==> config.mk <==
export PLATFORM = sky130hd
export DESIGN_NAME = fifo_rd_stream
export DESIGN_NICKNAME = d
export VERILOG_FILES = /design/src/rtl/fifo_rd_stream.sv
export SDC_FILE = /design/constraint.sdc
export NUM_CORES = 1
export LEC_CHECK = 0
export CAP_MARGIN = 0
export CORE_MARGIN = 4
export CORE_UTILIZATION = 39
export CTS_CLUSTER_DIAMETER = 120
export CTS_CLUSTER_SIZE = 28
export DETAILED_ROUTE_END_ITERATION = 16
export PLACE_DENSITY = 0.73
export SYNTH_ARGS = -nofsm -noshare
export SYNTH_HDL_FRONTEND = slang
export SYNTH_SLANG_ARGS = --single-unit
==> constraint.sdc <==
create_clock -name rd_clk -period 1.9 [get_ports rd_clk]
set_input_delay 0.19 -clock rd_clk [delete_from_list [all_inputs] [get_ports rd_clk]]
set_output_delay 0.19 -clock rd_clk [all_outputs]
set_load 0.01 [all_outputs]
==> src/rtl/fifo_rd_stream.sv <==
// fifo_rd_stream: read-side consumer of the dual-clock FIFO (rd_clk domain).
// Issues fifo_rd_en, captures the word returned one cycle later, and presents
// it on a valid/ready stream through a 2-entry in-order skid buffer.
// Optional macro FIFO_RD_STREAM_BEAT_CNT_EN enables the accepted-beat counter;
// without it beat_cnt is tied to zero.
module fifo_rd_stream #(
    parameter int DATA_WIDTH = 8,
    parameter int BUF_DEPTH  = 2
) (
    input  logic                  rd_clk,
    input  logic                  rd_rst,
    input  logic                  flush,
    input  logic                  fifo_rd_empty,
    input  logic [DATA_WIDTH-1:0] fifo_rd_data,
    output logic                  fifo_rd_en,
    output logic                  m_valid,
    input  logic                  m_ready,
    output logic [DATA_WIDTH-1:0] m_data,
    output logic [1:0]            buf_level,
    output logic [15:0]           beat_cnt
);

    logic [1:0]            r_occ;
    logic                  r_inflight;
    logic                  r_head;
    logic                  r_tail;
    logic [DATA_WIDTH-1:0] r_buf [BUF_DEPTH];

    logic                  w_pop;
    logic [2:0]            w_pending;
    logic                  w_room;

    assign w_pop     = m_valid & m_ready;
    // Words that will occupy the buffer after this edge if nothing new is issued.
    assign w_pending = {1'b0, r_occ} + {2'b00, r_inflight} - {2'b00, w_pop};
    assign w_room    = (w_pending < 3'd2);

    assign fifo_rd_en = !rd_rst && !flush && !fifo_rd_empty && w_room;

    assign m_valid   = (r_occ != 2'd0);
    assign m_data    = r_buf[r_head];
    assign buf_level = r_occ;

    // Buffer state: capture returning word at tail, retire head on pop.
    always_ff @(posedge rd_clk) begin
        if (rd_rst) begin
            r_occ      <= '0;
            r_inflight <= 1'b0;
            r_head     <= 1'b0;
            r_tail     <= 1'b0;
            for (int unsigned i = 0; i < BUF_DEPTH; i++) begin
                r_buf[i] <= '0;
            end
        end else if (flush) begin
            r_occ      <= '0;
            r_inflight <= 1'b0;
            r_head     <= 1'b0;
            r_tail     <= 1'b0;
        end else begin
            r_inflight <= fifo_rd_en;
            if (r_inflight) begin
                r_buf[r_tail] <= fifo_rd_data;
                r_tail        <= ~r_tail;
            end
            if (w_pop) begin
                r_head <= ~r_head;
            end
            case ({r_inflight, w_pop})
                2'b10:   r_occ <= r_occ + 2'd1;
                2'b01:   r_occ <= r_occ - 2'd1;
                default: r_occ <= r_occ;
            endcase
        end
    end

`ifdef FIFO_RD_STREAM_BEAT_CNT_EN
    logic [15:0] r_beat_cnt;

    // Count accepted beats; flush and reset both clear, flush wins over pop.
    always_ff @(posedge rd_clk) begin
        if (rd_rst || flush) begin
            r_beat_cnt <= '0;
        end else if (w_pop) begin
            r_beat_cnt <= r_beat_cnt + 16'd1;
        end
    end

    assign beat_cnt = r_beat_cnt;
`else
    assign beat_cnt = '0;
`endif

endmodule
==> Word-level counts from Yosys, hierarchy flattened <==
Memories as Yosys holds them, arrays and structs flattened. A register that Yosys moved wholly into a read port is not among the register bits.
Index checks and enable logic that the tools add are counted.
W data, S select, Z words.
{ "classes": {"addsub": 4, "magnitude_cmp": 1, "n_eq_ne": 2, "mux": 12, "bitwise_logic": 3, "reduce_logical": 10} }
{ "op_table": {"columns": ["op", "n"], "rows": [
  ["$mux W1", 10],
  ["$mux W8", 1],
  ["$reduce_or A8 Y1", 1],
  ["$pmux W2 S2", 1],
  ["$reduce_bool A2 Y1", 2],
  ["$add A2 B1 Y3", 1],
  ["$logic_and A1 B1 Y1", 3],
  ["$logic_not A1 Y1", 3],
  ["$lt A3 B2 Y1 const B", 1],
  ["$sub A3 B1 Y3", 1],
  ["$add A2 B1 Y2 const B", 1],
  ["$eq A2 B1 Y1 const B", 1],
  ["$eq A2 B2 Y1 const B", 1],
  ["$not A1 Y1", 2],
  ["$reduce_or A2 Y1", 1],
  ["$sub A2 B1 Y2 const B", 1],
  ["$and A1 B1 Y1", 1]
]} }
{ "word_totals": {"regBits": 5, "ram_bits": 16, "input_bits": 13, "out_inout_bits": 28, "word_cells": 37, "memories": 1} }
{ "mem_list": {"columns": ["memory", "depth", "word_bits", "rd", "rd_ports_with_merged_regs", "write_ports", "line_no", "text"], "rows": [
  ["r_buf", 2, 8, 1, 1, 2, "27", "logic [DATA_WIDTH-1:0] r_buf [BUF_DEPTH];"]
]} }

==> Logic depth before layout (Yosys ltp) <==
{ "depth": {"word_depth": 6, "depth_mapped": 6, "mapped_depth_nobuf": 6} }

==> Worst setup path before layout <==
No wires, ideal clock.
{ "synth_timing": {"path_kind": "reg-to-output", "start": "register r_occ[1], in the netlist buf_level[1]", "end": "output port fifo_rd_en", "t_arrival_ns": 2.183, "required_ns": 1.710, "slack_ns": -0.473, "stages_incl_launch_ff": 7, "path_buffers": 0, "path_cell_list": "dfxtp_1 -> o21a_1 -> ha_1 -> or2b_1 -> fa_1 -> xor2_1 -> nor4b_1"} }
{ "synth_via": {"elab_chain_cells": 5, "word_cells_on_any_way": 6, "classes_between": "2 x add/sub; 1 x order compare; 1 x bitwise; 2 x reduce/logical"} }
{ "synth_lines": {"columns": ["item", "line_no", "text"], "rows": [
  ["start, declared", "23", "logic [1:0] r_occ;"],
  ["start signal, assigned", "69", "2'b10: r_occ <= r_occ + 2'd1;"],
  ["start signal, assigned", "70", "2'b01: r_occ <= r_occ - 2'd1;"],
  ["start signal, assigned", "71", "default: r_occ <= r_occ;"],
  ["$reduce_bool A2 Y1", "40", "assign m_valid = (r_occ != 2'd0);"],
  ["$and A1 B1 Y1", "33", "assign w_pop = m_valid & m_ready;"],
  ["named net w_pop", "29", "logic w_pop;"],
  ["$sub A3 B1 Y3", "35", "assign w_pending = {1'b0, r_occ} + {2'b00, r_inflight} - {2'b00, w_pop};"],
  ["$lt A3 B2 Y1", "36", "assign w_room = (w_pending < 3'd2);"],
  ["$logic_and A1 B1 Y1", "38", "assign fifo_rd_en = !rd_rst && !flush && !fifo_rd_empty && w_room;"],
  ["end, declared", "15", "output logic fifo_rd_en,"]
]} }
The timed path passes the listed nets, and every way through them passes these cells.

==> Worst setup path in the final report <==
Ends and elaborated chain as after synthesis.

==> metrics.yaml <==
dp.cells: 166
utilization_pct: 53.4
cp_cell_sequence: "o21a_1 > ha_4 > or2b_1 > fa_2 > xor2_1 > nor4b_2 > buf_2"
route.final.wire_length_mm: 2.17
post_drt_via_cell_ratio: 4.42
p_per_area_mw_per_mm2: 600
post-route-min-period_ns: 2.44
area.growth.synth_to_final_pct: 31.0
design.die.area_mm2: 0.00380
port-buffer-count: 24
final_layout_size_suffix_gt1_share_pct: 24.5
synth.cell_area_mm2: 0.00112
ys_seq_area_share_pct: 53.5
synth.ff_latch_count: 22
crit_buf_inv: 1
wl_per_cell_um: 12.7
worst_setup_margin_ns: -0.536
power.leakage_nw: 0.560
top_level_ports: 41
worst-r2r-setup-slack_ns: 0
detail_route.drc_violations: 0
maximum_resistive_drop_on_vdd_uv: 433
netlist_instances: 102
layout.cells.non_filler: 170
h-tree-depth: 1
die_h_um: 61.7
worstPathRequired_ns: 1.71
design.final.nets: 156
run_status: "finished, violations left"
finalClockSkew_ns: 0.00323
timing.critical_path.slowest_stage_cell: "sky130_fd_sc_hd__dfxtp_4"
core_region_mm2: 0.00276
cts_tree: "yes"
report.final.hold_viol_count: 0
diodes: 0
setup-violations-final: 1
cp_slowest_stage_delay_ns: 0.36
number_of_antenna_violating_nets_in_the_routed_design: 0
cts-root-to-sink-buffers: 2
drt_first_pass_iters: 4
die_w_um: 61.7
clock_sink_count: 22
final_design_area_no_fill_mm2: 0.00147
synth_area_per_cell_um2: 11.0
hpwlAfterDp_mm: 1.67
cts-buffers-inserted: 3
dp_slack_ns: -0.942
drt_first_iter_violations: 22
cp.arrival_ns: 2.25
slew_limit_fails: 0
ctsRootBufferMaster: "sky130_fd_sc_hd__clkbuf_4"
violations: "setup timing"
timing.final.crit_share_pct: 128
grt_pass1_vias: 786
worst_setup_hold_path_clk_slew_ns: 0.11
hold_class: "input port to flip-flop"
type_of_the_setup_path_with_the_least_slack: "flip-flop to output pin"
clock_insertion_delay_worst_skew_ns: 0.30
yosys.cell_types.count: 26
std_cell_rows: 19
grtUsageTotal_pct: 13.1
synth_warnings: 0
globalRoute.totalOverflow: 0
dr_total_vias: 751
timing.max_cap.violations: 0
grt_pass1_wl_mm: 3.54
grt_antenna_before_repair: 0
place.gp.congestion: 0.698
hold-worst-slack_ns: 0.481
grt_start_max_net_pins: 13
rsz_0062_raised_after_global_routing: "yes"
end_kind: "output pin"
clock.fmax_mhz: 411
worst_path_dominant_cell_family: "adder cells"
floorplan.initialDensity_pct: 40.7
place_area_mm2: 0.00145
worstPathMaxFanout: 2
start_kind: "flip-flop"
state kept, by name (all words and copies together), names as in the netlist, named ones only:
| signal | flops |
|---|---|
| buf_level | 2 |
| r_buf | 16 |
| r_head | 1 |
| r_inflight | 1 |
| r_tail | 1 |
synthesized netlist by cell type, drive strengths merged:
master	number	share of area [%]
clkbuf	1	0.33
edfxtp	16	43
dfxtp	6	11
xnor2	3	2.3
nand2	10	3.3
buf	18	12
mux2	8	8.0
nor3	8	3.6
nor2	12	4.2
o21a	1	0.67
fa	1	1.8
or2b	1	0.67
xor2	1	0.78
ha	2	2.2
inv	3	1.0
or2	2	1.1
o21ai	2	0.89
o31ai	1	0.67
nor4b	2	1.6
or3	1	0.56
a21oi	2	0.89
conb	1	0.33
cell families (layout without fill, tap and decap cells):
kind of cell | Yosys count | count (layout) | share of synthesized area (%)
DFF | 22 | 22 | 53.5
adders and majority gates | 3 | 3 | 4.01
muxes | 8 | 8 | 8.02
and+or+nand+nor | 36 | 36 | 15.0
xor gates and xnor gates | 4 | 4 | 3.12
AOI/OAI and AO/OA | 6 | 6 | 3.12
other | 1 | 16 | 0.334
buffers and inverters | 22 | 44 | 12.9
area by class of cell:
type,instances,area (um2)
Sequential cell,22,607
Fill cell,272,1290
Clock buffer,4,26.3
Timing Repair Buffer,37,333
Multi-Input combinational cell,73,455
Tap cell,31,38.8
Inverter,3,11.3
placed cells by master (no fill, tap or decap), types with 2 or more instances in the layout:
cell and n:
sky130_fd_sc_hd__mux2_2 8, sky130_fd_sc_hd__clkbuf_4 3, sky130_fd_sc_hd__dfxtp_1 3, sky130_fd_sc_hd__o21ai_0 2
sky130_fd_sc_hd__buf_4 13, sky130_fd_sc_hd__nor3_1 8, sky130_fd_sc_hd__xnor2_1 3, sky130_fd_sc_hd__clkdlybuf4s50_1 23
sky130_fd_sc_hd__edfxtp_1 16, sky130_fd_sc_hd__inv_1 2, sky130_fd_sc_hd__dfxtp_2 2, sky130_fd_sc_hd__nor2_1 11
sky130_fd_sc_hd__a21oi_1 2, sky130_fd_sc_hd__nand2_1 10, sky130_fd_sc_hd__conb_1 16
per-stage QoR:
stage | TNS, ns | total power (W)
global route | -0.694 | 0.000933
CTS | -0.572 | 0.000896
global placement | -1.14 | 0.000679
finish | -0.536 | 0.000883
floorplan | -0.220 | 0.000631
detailed placement | -1.21 | 0.000683
repair_timing:
| action | 4_1_cts | 5_1_grt |
|---|---|---|
| resized for setup | 5 | 0 |
| pin swaps | 3 | 0 |
| setup buffers | 0 | 0 |
| setup endpoints to repair | 10 | 2 |
| hold buffers | 0 | 0 |
per-layer routing:
| metal | wire (um) | track usage (%) | vias up |
|---|---|---|---|
| met4 | 0 | 5.45 | 0 |
| met1 | 889 | 15.6 | 338 |
| met5 | 0 | 0 | - |
| met2 | 1130 | 22.0 | 23 |
| met3 | 149 | 3.56 | 0 |
| li1 | - | - | 390 |
final timing paths:
check | from | to | cells after the start
min reg2reg | r_head | r_head | 2
max reg2reg | buf_level[1] | r_inflight | 5
min | fifo_rd_empty | r_inflight | 2
max | buf_level[1] | fifo_rd_en | 7
power by group:
group          switching [W]  internal, W  total [W]  leakage [nW]
combinational      0.0000646    0.0000708   0.000135         0.328
sequential        0.00000510     0.000529   0.000534         0.216
clock               0.000132    0.0000817   0.000214        0.0150
No activity file was read; power rests on OpenSTA's default activity.
==> patch 1 (same flow settings) <==
Add a define of `FIFO_RD_STREAM_BEAT_CNT_EN`.
--- a/src/rtl/fifo_rd_stream.sv
+++ b/src/rtl/fifo_rd_stream.sv
@@ -3,6 +3,8 @@
 // it on a valid/ready stream through a 2-entry in-order skid buffer.
 // Optional macro FIFO_RD_STREAM_BEAT_CNT_EN enables the accepted-beat counter;
 // without it beat_cnt is tied to zero.
+`define FIFO_RD_STREAM_BEAT_CNT_EN
+
 module fifo_rd_stream #(
     parameter int DATA_WIDTH = 8,
     parameter int BUF_DEPTH  = 2
Behaviour: not the same (a bounded check fails within 4 cycles, from zero or initial values).
==> patch 1 against the unedited design <==
The flow still finishes with violations (negative setup slack). Area after synthesis rose by 52%. Clock power grew to 2.5 times the old value. Setup slack better by 0.12 ns. Cell area up 65%. Register-to-register slack better by 0.10 ns. Wire length grew 73%. Power is 73% higher. Sequential cell count is 16 higher. Combinational power shrank 7%. Critical endpoint unchanged. Largest cell class unchanged. Highest routed layer is now met4.
==> patch 1: results (changes against the unedited design) <==
| Metric | Value |
|---|---|
| Sequential area share after synthesis | 53.8% (+0.35 points) |
| Worst Skew | 0.00241 ns (-0.000818 ns) |
| Failing checks | negative setup slack |
| Hold_sp | beat_cnt[11] |
| Ranking of synthesized cells by area | edfxtp_1 (28%), dfxtp_1 (26%), and2_1 (5.8%) |
| Cts repair resizes | 6 (+1) |
| Met2 usage | 25.0% (+3.0 points) |
| H-tree levels | 2 (+1) |
| Mux contribution to synthesized area | 6.43% (-1.6 points) |
| Post-synth top cells | dfxtp_1 (22), and2_1 (16), edfxtp_1 (16), nor2_1 (15), mux2_2 (8) |
| Synth Area in Adders | 3.36% (-0.65 points) |
| Final std cells w/o fill | 267 (+57%) |
| Met2 WL | 1880 microns (+67%) |
| Dpl ws | -0.879 ns (+0.0623 ns) |
| Worst VDD drop | 318 uV (-27%) |
| Share of cells above drive strength 1 | 23.0% (-1.4 points) |
| Run status | finished, violations left |
| CTS Buf Count | 5 (+2) |
| Met3 routed WL | 225 microns (+51%) |
| Path depth of the worst reg2reg path | 6 (+1) |
| Placed cells | 259 (+56%) |
| Grt met3 use | 4.73% (+1.2 points) |
| Met1 WL | 1580 microns (+78%) |
| Routed via count | 1336 (+78%) |
| Yosys cell types | 33 (+27%) |
| Post-DP HPWL | 2810 microns (+69%) |
| Int Power | 1.19 mW (+74%) |
| P_seq | 869 uW (+63%) |
| Combinational power | 126 uW (-7%) |
| Flop2flop setup slack | 0.10 ns (+0.10 ns) |
| Hold EP | beat_cnt[11] |
| Fin Hold WS | 0.507 ns (+0.0261 ns) |
| DRT iter0 DRCs | 85 (+290%) |
| Setup violators final | 1 (unchanged) |
| Post-synth top flop | dfxtp_1 |
| Placed Area | 0.00234 sq mm (+61%) |
| Static leakage power | 0.892 nW (+59%) |
| Die area | 0.00551 sq mm (+45%) |
| Arr. time, crit path | 2.13 ns (-0.12 ns) |
| Synth Area per Inst | 10.9 sq um (-1.0%) |
| First-pass GRT wire length | 6230 microns (+76%) |
| GPL Wtd Cong | 0.790 (+13%) |
| PortBufs | 40 (+67%) |
| Min-delay worst type | reg2reg |
| Final worst setup slack | -0.418 ns (+0.118 ns) |
| Root buffer cell | clkbuf_8 |
| Routed wire length | 3740 microns (+73%) |
==> patch 1: cell count changes in the layout (fill, tap and decap cells not counted), moves of 4 or more <==
cell             delta
conb_1             -16
and2_1             +16
xor2_1              +5
clkdlybuf4s50_1    +16
and3_1              +4
nor2_1              +4
nand2_1             -5
nor3_1              -5
dfxtp_1            +16
buf_4               +5
nand3_1             +5
a21oi_1             +4
clkbuf_8            +5
xnor2_1             +4
==> patch 1: worst reg2reg max path, delay by kind of cell, from the launching register on <==
kind	cells	cell delay (ns)
AO/OA/AOI/OAI	1	0.20
XOR/XNOR	1	0.17
adder cells (fa/ha/maj)	2	0.59
flip-flops	1	0.35
AND/OR/NAND/NOR	2	0.40
==> patch 1: cell type report <==
cell class	count	area [sq um]	area share, %
clock inverters	3	16.3	0.670
clock buffers	5	68.8	2.84
inverters	4	15.0	0.619
flip-flops and latches	38	927	38.2
repair buffers	58	531	21.9
multi-input cells	109	807	33.2
well taps	50	62.6	2.58
==> patch 2 (same flow settings) <==
Without the edit above. Put one more register stage on the output `buf_level`, with the module's reset. The value now appears one clock later. The other outputs are not delayed to match.
--- a/src/rtl/fifo_rd_stream.sv
+++ b/src/rtl/fifo_rd_stream.sv
@@ -39,7 +39,13 @@
 
     assign m_valid   = (r_occ != 2'd0);
     assign m_data    = r_buf[r_head];
-    assign buf_level = r_occ;
+    always_ff @(posedge rd_clk) begin
+        if (rd_rst) begin
+            buf_level <= '0;
+        end else begin
+            buf_level <= r_occ;
+        end
+    end
 
     // Buffer state: capture returning word at tail, retire head on pop.
     always_ff @(posedge rd_clk) begin
Function: changed (Yosys sat finds a counterexample within 4 cycles, from zero or initial values and one cycle with rd_rst high).
==> patch 2 against the unedited design <==
The run still ends with negative setup slack left. Area after synthesis increased by 4.5%. Cell area rose by 5.0%. Non-clock buffer count is the same. Power up 23%. Die area grew 3.9%. Worst hold slack worse by 0.0017 ns. Sequential cell count up 2. Setup slack lost 0.024 ns. Wire length is 5.3% higher. Critical path type unchanged. Largest power group unchanged. Highest routed layer is now met4.
==> patch 2: results (changes against the unedited design) <==
| Metric | Value |
|---|---|
| Run status | finished, violations left |
| Failing checks | negative setup slack |
| Post-synth EDFFs | 16 (unchanged) |
| MaxCap Viol Count | 0 (unchanged) |
| Vias in the first global route | 861 (+9.5%) |
| FP Rows | 19 (unchanged) |
| Reg clk slew, reported paths | 0.14 ns (+0.03 ns) |
| Hold EP | r_inflight |
| Die area | 0.00395 sq mm (+3.9%) |
| Root buffer cell | clkbuf_4 |
| GRT Util Overall | 12.4% (-0.61 points) |
| Initial antenna violation count | 0 (unchanged) |
| Flop2flop setup slack | 0.01 ns |
| Post-DP HPWL | 1740 microns (+4.6%) |
| GPL Wtd Cong | 0.740 (+6.0%) |
| Path depth of the worst reg2reg path | 6 (+1) |
| Dpl ws | -0.915 ns (+0.0271 ns) |
| Crit path max fanout | 2 (unchanged) |
| CTS Buf Count | 3 (unchanged) |
| Min-delay worst type | in2reg |
| Arr. time, crit path | 2.27 ns (+0.02 ns) |
| Yosys cell types | 27 (+3.8%) |
| First-pass GRT wire length | 3910 microns (+10%) |
| Largest net degree at the start of global routing | 15 (+2) |
| Ranking of synthesized cells by area | edfxtp_1 (41%), dfxtp_1 (14%), buf_4 (10%) |
| DRT iter0 DRCs | 15 (-32%) |
| Ys async rst share | 0% (unchanged) |
| Pre-antenna DRT Iters | 4 (unchanged) |
| Clock insertion delay at the later pin of the skew report | 0.32 ns (+0.02 ns) |
| Vias/cell | 4.59 (+3.8%) |
| Final worst setup slack | -0.559 ns (-0.0237 ns) |
| Synth warn | 0 (unchanged) |
| Share of cells above drive strength 1 | 24.5% (about the same) |
| Fillers | 260 (-4.4%) |
| PortBufs | 24 (unchanged) |
| Clock buffer depth | 2 (unchanged) |
| Setup violators final | 1 (unchanged) |
| Average routed wire per standard cell | 13.1 microns (+2.9%) |
| Post-synth top cells | buf_4 (16), edfxtp_1 (16), nor2_1 (12), nand2_1 (10) |
| Sequential area share after synthesis | 54.6% (+1.1 points) |
| Top Registers | r_buf x16, buf_level x2, r_occ x2 |
| NumNets Final | 160 (+2.6%) |
| Worst Skew | 0.0111 ns (+0.00786 ns) |
| H-tree levels | 1 (unchanged) |
| Switching share of power | 20.9% (-1.9 points) |
| Endpoint of the worst register-to-register path | r_inflight |
| Antenna cells | 0 (unchanged) |
| Hold path depth | 2 (unchanged) |
| Hold_sp | fifo_rd_empty |
| Static leakage power | 0.592 nW (+5.8%) |
| Worst VDD drop | 311 uV (-28%) |
| FF-to-FF Start | r_occ[0] |
## patch 2: changes by cell type after synthesis, sizes merged
| cell | unedited run | this run |
|---|---|---|
| nor2b | 0 | 1 |
| nor2 | 12 | 13 |
| dfxtp | 6 | 8 |
## patch 2: timing repair
action | 4_1_cts | 5_1_grt
endpoints found under the setup margin | 10 | 2
gates resized for setup | 5 | 1
setup buffers | 0 | 0
endpoints found under the hold margin | 0 | 0
pin swaps | 3 | 0
## patch 2: logic make-up after synthesis
family / synth area share [%]
other cells: 0.320
simple gates: 15.2
xor+xnor: 2.99
mux: 7.68
compound gates: 2.99
flops: 54.6
fa+ha+maj: 3.84
buf+inv: 12.4
## patch 2: cell type report
type                            instances  area share, %
Sequential cell                        24           41.7
Multi-Input combinational cell         75           30.1
Timing Repair Buffer                   37           21.5
Tap cell                               31           2.51
Clock inverter                          1           1.94
Clock buffer                            3           1.46
Inverter                                3          0.729
## patch 2: worst max-delay path by stage
| stage | slack [ns] | endpoint | startpoint | depth (start not counted) |
|---|---|---|---|---|
| after floorplan | -0.20 | fifo_rd_en | r_occ[1] | 6 |
| after global placement | -0.89 | fifo_rd_en | m_ready | 8 |
| after detailed placement | -0.91 | fifo_rd_en | m_ready | 8 |
| after CTS | -0.57 | fifo_rd_en | r_occ[1] | 7 |
| after global routing | -0.67 | fifo_rd_en | r_occ[0] | 7 |
| final | -0.56 | fifo_rd_en | r_occ[0] | 7 |
## patch 2: per-layer routing
metal  share of wire [%]  global-route usage [%]
met5                   0                       0
met4                0.31                    3.31
met3                 5.6                    3.06
met2                  52                    22.1
met1                  42                    14.9
## patch 2: critical path, cell delays in order, from the launching register on
cell     delay (ns)
dfxtp_2        0.34
o21a_1         0.23
ha_4           0.23
or2b_1         0.25
fa_2           0.34
xor2_1         0.17
nor4b_2        0.24
buf_2          0.16
## patch 2: power by group through the flow
stage          clock [mW]  combinational, mW  sequential (mW)
2_1_floorplan           0             0.0868            0.589
3_3_place_gp            0              0.135            0.589
3_5_place_dp            0              0.137            0.590
4_1_cts             0.374              0.137            0.579
5_1_grt             0.406              0.150            0.580
6_report            0.368              0.137            0.578
## patch 2: stage by stage
stage | TNS [ns] | std cells | instance area (sq um) | hold WS, ns
floorplan | -0.199 | 121 | 1250 | 0.257
global placement | -1.14 | 170 | 1500 | 0.504
detailed placement | -1.18 | 170 | 1500 | 0.501
CTS | -0.567 | 174 | 1540 | 0.475
global route | -0.784 | 174 | 1550 | 0.475
finish | -0.559 | 174 | 1550 | 0.480
